===== src/rtl/delay_sequencer.sv =====
// Chains a programmable number of delay-timer intervals into one long delay
// and reports completion or abort to the controller above it.
module delay_sequencer #(
    parameter int CNT_W = 8
) (
    input  logic             clock,
    input  logic             rst,
    input  logic             req,
    input  logic [CNT_W-1:0] num_intervals,
    input  logic             abort,
    input  logic             timerOF,
    output logic             timerstart,
    output logic             busy,
    output logic             done,
    output logic             aborted,
    output logic [CNT_W-1:0] remaining
);

    typedef enum logic [1:0] {IDLE, RUN, RESTART, FINISH} state_t;

    localparam logic [CNT_W-1:0] ONE  = CNT_W'(1);
    localparam logic [CNT_W-1:0] ZERO = '0;

    state_t state;
    logic   of_prev;
    logic   of_rise;

    // Only a fresh overflow edge counts, so a strobe held high across the
    // RESTART cycle is not counted a second time.
    assign of_rise = timerOF & ~of_prev;

    always_ff @(posedge clock or negedge rst) begin
        if (!rst) begin
            state      <= IDLE;
            of_prev    <= 1'b0;
            timerstart <= 1'b0;
            busy       <= 1'b0;
            done       <= 1'b0;
            aborted    <= 1'b0;
            remaining  <= ZERO;
        end else begin
            of_prev <= timerOF;
            done    <= 1'b0;
            aborted <= 1'b0;
            case (state)
                IDLE: begin
                    if (req) begin
                        if (num_intervals != ZERO) begin
                            state      <= RUN;
                            remaining  <= num_intervals;
                            timerstart <= 1'b1;
                            busy       <= 1'b1;
                        end else begin
                            state <= FINISH;
                            done  <= 1'b1;
                        end
                    end
                end
                RUN: begin
                    if (abort) begin
                        state      <= IDLE;
                        timerstart <= 1'b0;
                        busy       <= 1'b0;
                        remaining  <= ZERO;
                        aborted    <= 1'b1;
                    end else if (of_rise) begin
                        remaining  <= remaining - ONE;
                        timerstart <= 1'b0;
                        if (remaining == ONE) begin
                            state <= FINISH;
                            busy  <= 1'b0;
                            done  <= 1'b1;
                        end else begin
                            state <= RESTART;
                        end
                    end
                end
                RESTART: begin
                    if (abort) begin
                        state      <= IDLE;
                        timerstart <= 1'b0;
                        busy       <= 1'b0;
                        remaining  <= ZERO;
                        aborted    <= 1'b1;
                    end else begin
                        state      <= RUN;
                        timerstart <= 1'b1;
                    end
                end
                FINISH: begin
                    state      <= IDLE;
                    timerstart <= 1'b0;
                    busy       <= 1'b0;
                    remaining  <= ZERO;
                end
                default: begin
                    state      <= IDLE;
                    timerstart <= 1'b0;
                    busy       <= 1'b0;
                    remaining  <= ZERO;
                end
            endcase
        end
    end

endmodule


===== config.mk =====
export PLATFORM = sky130hd
export DESIGN_NAME = delay_sequencer
export DESIGN_NICKNAME = d
export VERILOG_FILES = /design/src/rtl/delay_sequencer.sv
export SDC_FILE = /design/constraint.sdc
export NUM_CORES = 1
export LEC_CHECK = 0
export CAP_MARGIN = 20
export CORE_MARGIN = 2
export CORE_UTILIZATION = 53
export CTS_BUF_LIST = sky130_fd_sc_hd__clkbuf_8
export DETAILED_ROUTE_END_ITERATION = 6
export PLACE_DENSITY = 0.94
export REMOVE_ABC_BUFFERS = 1
export SYNTH_ARGS = -nofsm -noshare
export SYNTH_HDL_FRONTEND = slang
export SYNTH_SLANG_ARGS = --single-unit

===== constraint.sdc =====
create_clock -name clock -period 3.69 [get_ports clock]
set_input_delay 0.369 -clock clock [delete_from_list [all_inputs] [get_ports clock]]
set_output_delay 0.369 -clock clock [all_outputs]
set_load 0.02 [all_outputs]

==> impl_metrics.csv <==
group,metric,value,unit
run_status,outcome,"finished, final reports clean",
routing,ant_nets,0,
clocking,clkTransAtPathRegs,60,ps
worst_setup_path,worstPathArrival,2250,ps
sta,period_minus_slack,2080,ps
routing,wl_per_cell,16.4,um
sta,finalMaxSlewViolations,0,
logic_synthesis,synth_top_family_by_area,"compound AO/OA/AOI/OAI gates",
clocking,ctsRootBufferMaster,"clkbuf_8",
logic_synthesis,synth_cells,96,
final_layout,final_cells,136,
final_layout,area_delta_synth_final,31.9,%
worst_setup_path,rrSetupSlack,1610,ps
worst_setup_path,required,3850,ps
logic_synthesis,synth-xor-area-share,0,
logic_synthesis,synth_compound_area_frac,0.224,
clocking,numCtsBuffers,3,
logic_synthesis,synth_adder_area_share,0.0824,
routing,num_vias,868,
routing,via_per_inst,6.38,
clocking,clockBufferDepth,2,
floorplanning,ios,25,
global_routing,grt_use_total,0.246,
power,p_per_area,822,nW/um^2
final_layout,fin_nets,140,
worst_setup_path,r2r-end,"remaining[6]",
floorplanning,initial_utilization,0.584,
placed_design,dp.cells,132,
power,leakage,0.000509,uW
clocking,postCtsSetupBuffers,0,
floorplanning,die-width,45.5,um
worst_setup_path,cp-start-kind,"flop",
global_routing,grt_overflow_total,0,
clocking,hold_buffers,0,
clocking,cts_sinks,15,
final_layout,layout_commonest_cell,"clkdlybuf4s50_1",
clocking,cts_tree,"done",
logic_synthesis,syn_area_per_cell,9.49,sq um
sta,rsz0062_at_grt,"no",
placed_design,gp_congestion,0.903,
worst_setup_path,reg2reg_from,"state[0]",
placed_design,io_buffers,24,
power,peakVddDrop,475,uV
logic_synthesis,synthMuxAreaShare,0.0343,
worst_setup_path,crit_path_end_kind,"flop",
clocking,insertion_delay,240,ps
global_routing,grt_start_max_net_pins,16,
hold_path,min_path_type,"reg2reg",
placed_design,dpl.hpwl,1660,um
logic_synthesis,yosys.area_share.simple,0.206,
floorplanning,fp-row-count,14,
sta,fmax,480,MHz
floorplanning,core,1560,sq um
sta,min_period_over_period,0.564,
global_routing,grt_first_pass_wirelength,3640,um
routing,drt-total-wl,2240,um
final_layout,drive_gt1_frac,0.0583,
flow_run,max-cap-violations,0,
worst_setup_path,crit_end,"remaining[6]",
sta,final.setup.tns,0,ps
clocking,cts.htree.levels,1,
routing,drcViolationCount,0,
final_layout,n_antenna_cell,0,
logic_synthesis,ys_ff_latch,15,
worst_setup_path,max_stage_delay,630,ps
worst_setup_path,setup.worst_path.start,"state[0]",
floorplanning,die_y,45.5,um
logic_synthesis,yosysSeqAreaShare,0.412,
logic_synthesis,synth_cell_type_count,29,
sta,maxSlewHeadroom,0.547,
worst_setup_path,r2r_cells,6,
sta,final-hold-violation-count,0,
clocking,ctsResizeCount,0,
worst_setup_path,path_cells,"inv_1 -> ha_1 -> nor3b_1 -> o21ai_0 -> nand3_1 -> o2bb2ai_1",
final_layout,mostFrequentLayoutCells,"clkdlybuf4s50_1 (24), dfrtp_1 (15), a21oi_1 (9)",
routing,drt_iter0_drc,33,
worst_setup_path,path_max_fanout,13,
sta,clock-skew-final,0.707,ps
global_routing,grt_pass1_vias,797,
logic_synthesis,synth_warnings,0,
sta,whs,507,ps
global_routing,grt_antenna_before_repair,0,
logic_synthesis,netlist_area,911,sq um
sta,setup_viol,0,
floorplanning,die_area,2070,sq um
sta,tightest_slew,678,ps
routing,dr.pass1.iters,4,
worst_setup_path,path_class,"reg2reg",
worst_setup_path,slowest_stage,"nor3b_1",
worst max-delay path: cells and delay by family, from the launching register on:
family | cells | cell delay (ps)
simple gates | 2 | 780
compound gates | 2 | 360
flops | 1 | 390
buf+inv | 1 | 100
fa+ha+maj | 1 | 370
Yosys cell counts:
| cell type | n | share of area |
|---|---|---|
| nand2b_1 | 2 | 0.014 |
| o2bb2ai_1 | 6 | 0.058 |
| nor4_1 | 4 | 0.027 |
| o31ai_1 | 1 | 0.0082 |
| inv_1 | 6 | 0.025 |
| mux2i_1 | 2 | 0.022 |
| nand2_1 | 2 | 0.0082 |
| o21ai_0 | 3 | 0.016 |
| o211ai_1 | 1 | 0.0082 |
| nor3_1 | 2 | 0.011 |
| o22ai_1 | 1 | 0.0069 |
| a211oi_4 | 1 | 0.022 |
| dfrtp_1 | 15 | 0.41 |
| a31oi_1 | 3 | 0.021 |
| o41ai_2 | 1 | 0.018 |
| ha_1 | 6 | 0.082 |
| a21oi_1 | 9 | 0.049 |
| and2_1 | 1 | 0.0069 |
| nor3b_1 | 1 | 0.0082 |
| a22oi_1 | 2 | 0.016 |
| or4_4 | 1 | 0.012 |
| nor2b_1 | 3 | 0.021 |
| mux2_1 | 1 | 0.012 |
| or3b_2 | 1 | 0.0096 |
| nand3_1 | 7 | 0.038 |
| clkbuf_1 | 4 | 0.016 |
| or3_1 | 2 | 0.014 |
| nand4_1 | 1 | 0.0069 |
| nor2_1 | 7 | 0.029 |
worst min path at each step:
| stage | start | endpoint | slack [ps] | cells after the start |
|---|---|---|---|---|
| 4_1_cts | busy | busy | 510 | 1 |
| 6_report | busy | busy | 510 | 1 |
| 5_1_grt | busy | busy | 530 | 1 |
| 3_3_place_gp | busy | busy | 480 | 1 |
| 2_1_floorplan | rst | aborted | 70 | 0 |
| 3_5_place_dp | busy | busy | 490 | 1 |
power breakdown:
group / switching (uW) / internal [uW]
Combinational: 324 / 251
Clock: 54.4 / 73.5
Sequential: 58.4 / 226
Total: 437 / 550
cell type report:
cell class	instances	area, sq um
fillers	99	358
flip-flops and latches	15	375
clock buffers	3	41.3
repair buffers	24	240
clock inverters	1	3.75
well taps	16	20.0
inverters	6	22.5
multi-input cells	71	498
kinds of logic after synthesis:
kind of cell,after synthesis
buffers and inverters,10
adder cells (fa/ha/maj),6
flip-flops,15
AO/OA/AOI/OAI,28
AND/OR/NAND/NOR,34
multiplexers,3
per-stage QoR:
stage	area, sq um	util	total power, uW	setup slack (ps)
after global routing	1200	0.770	1050	1510
after global placement	1160	0.742	833	1520
after CTS	1200	0.770	981	1640
final	1200	0.770	987	1610
after detailed placement	1160	0.742	847	1440
after floorplan	896	-	647	1890
sequential cells by signal, indices dropped and copies added (netlist names):
| name | count |
|---|---|
| done | 1 |
| timerstart | 1 |
| state | 2 |
| remaining | 8 |
| aborted | 1 |
| of_prev | 1 |
| busy | 1 |
metal layers:
layer | GRT usage | vias up | share of wire
met5 | 0 | - | 0
met4 | 0.0941 | 0 | 0.023
met3 | 0.0397 | 11 | 0.077
met2 | 0.417 | 62 | 0.49
met1 | 0.311 | 392 | 0.41
li1 | - | 403 | -
(Power assumes the default switching activity.)
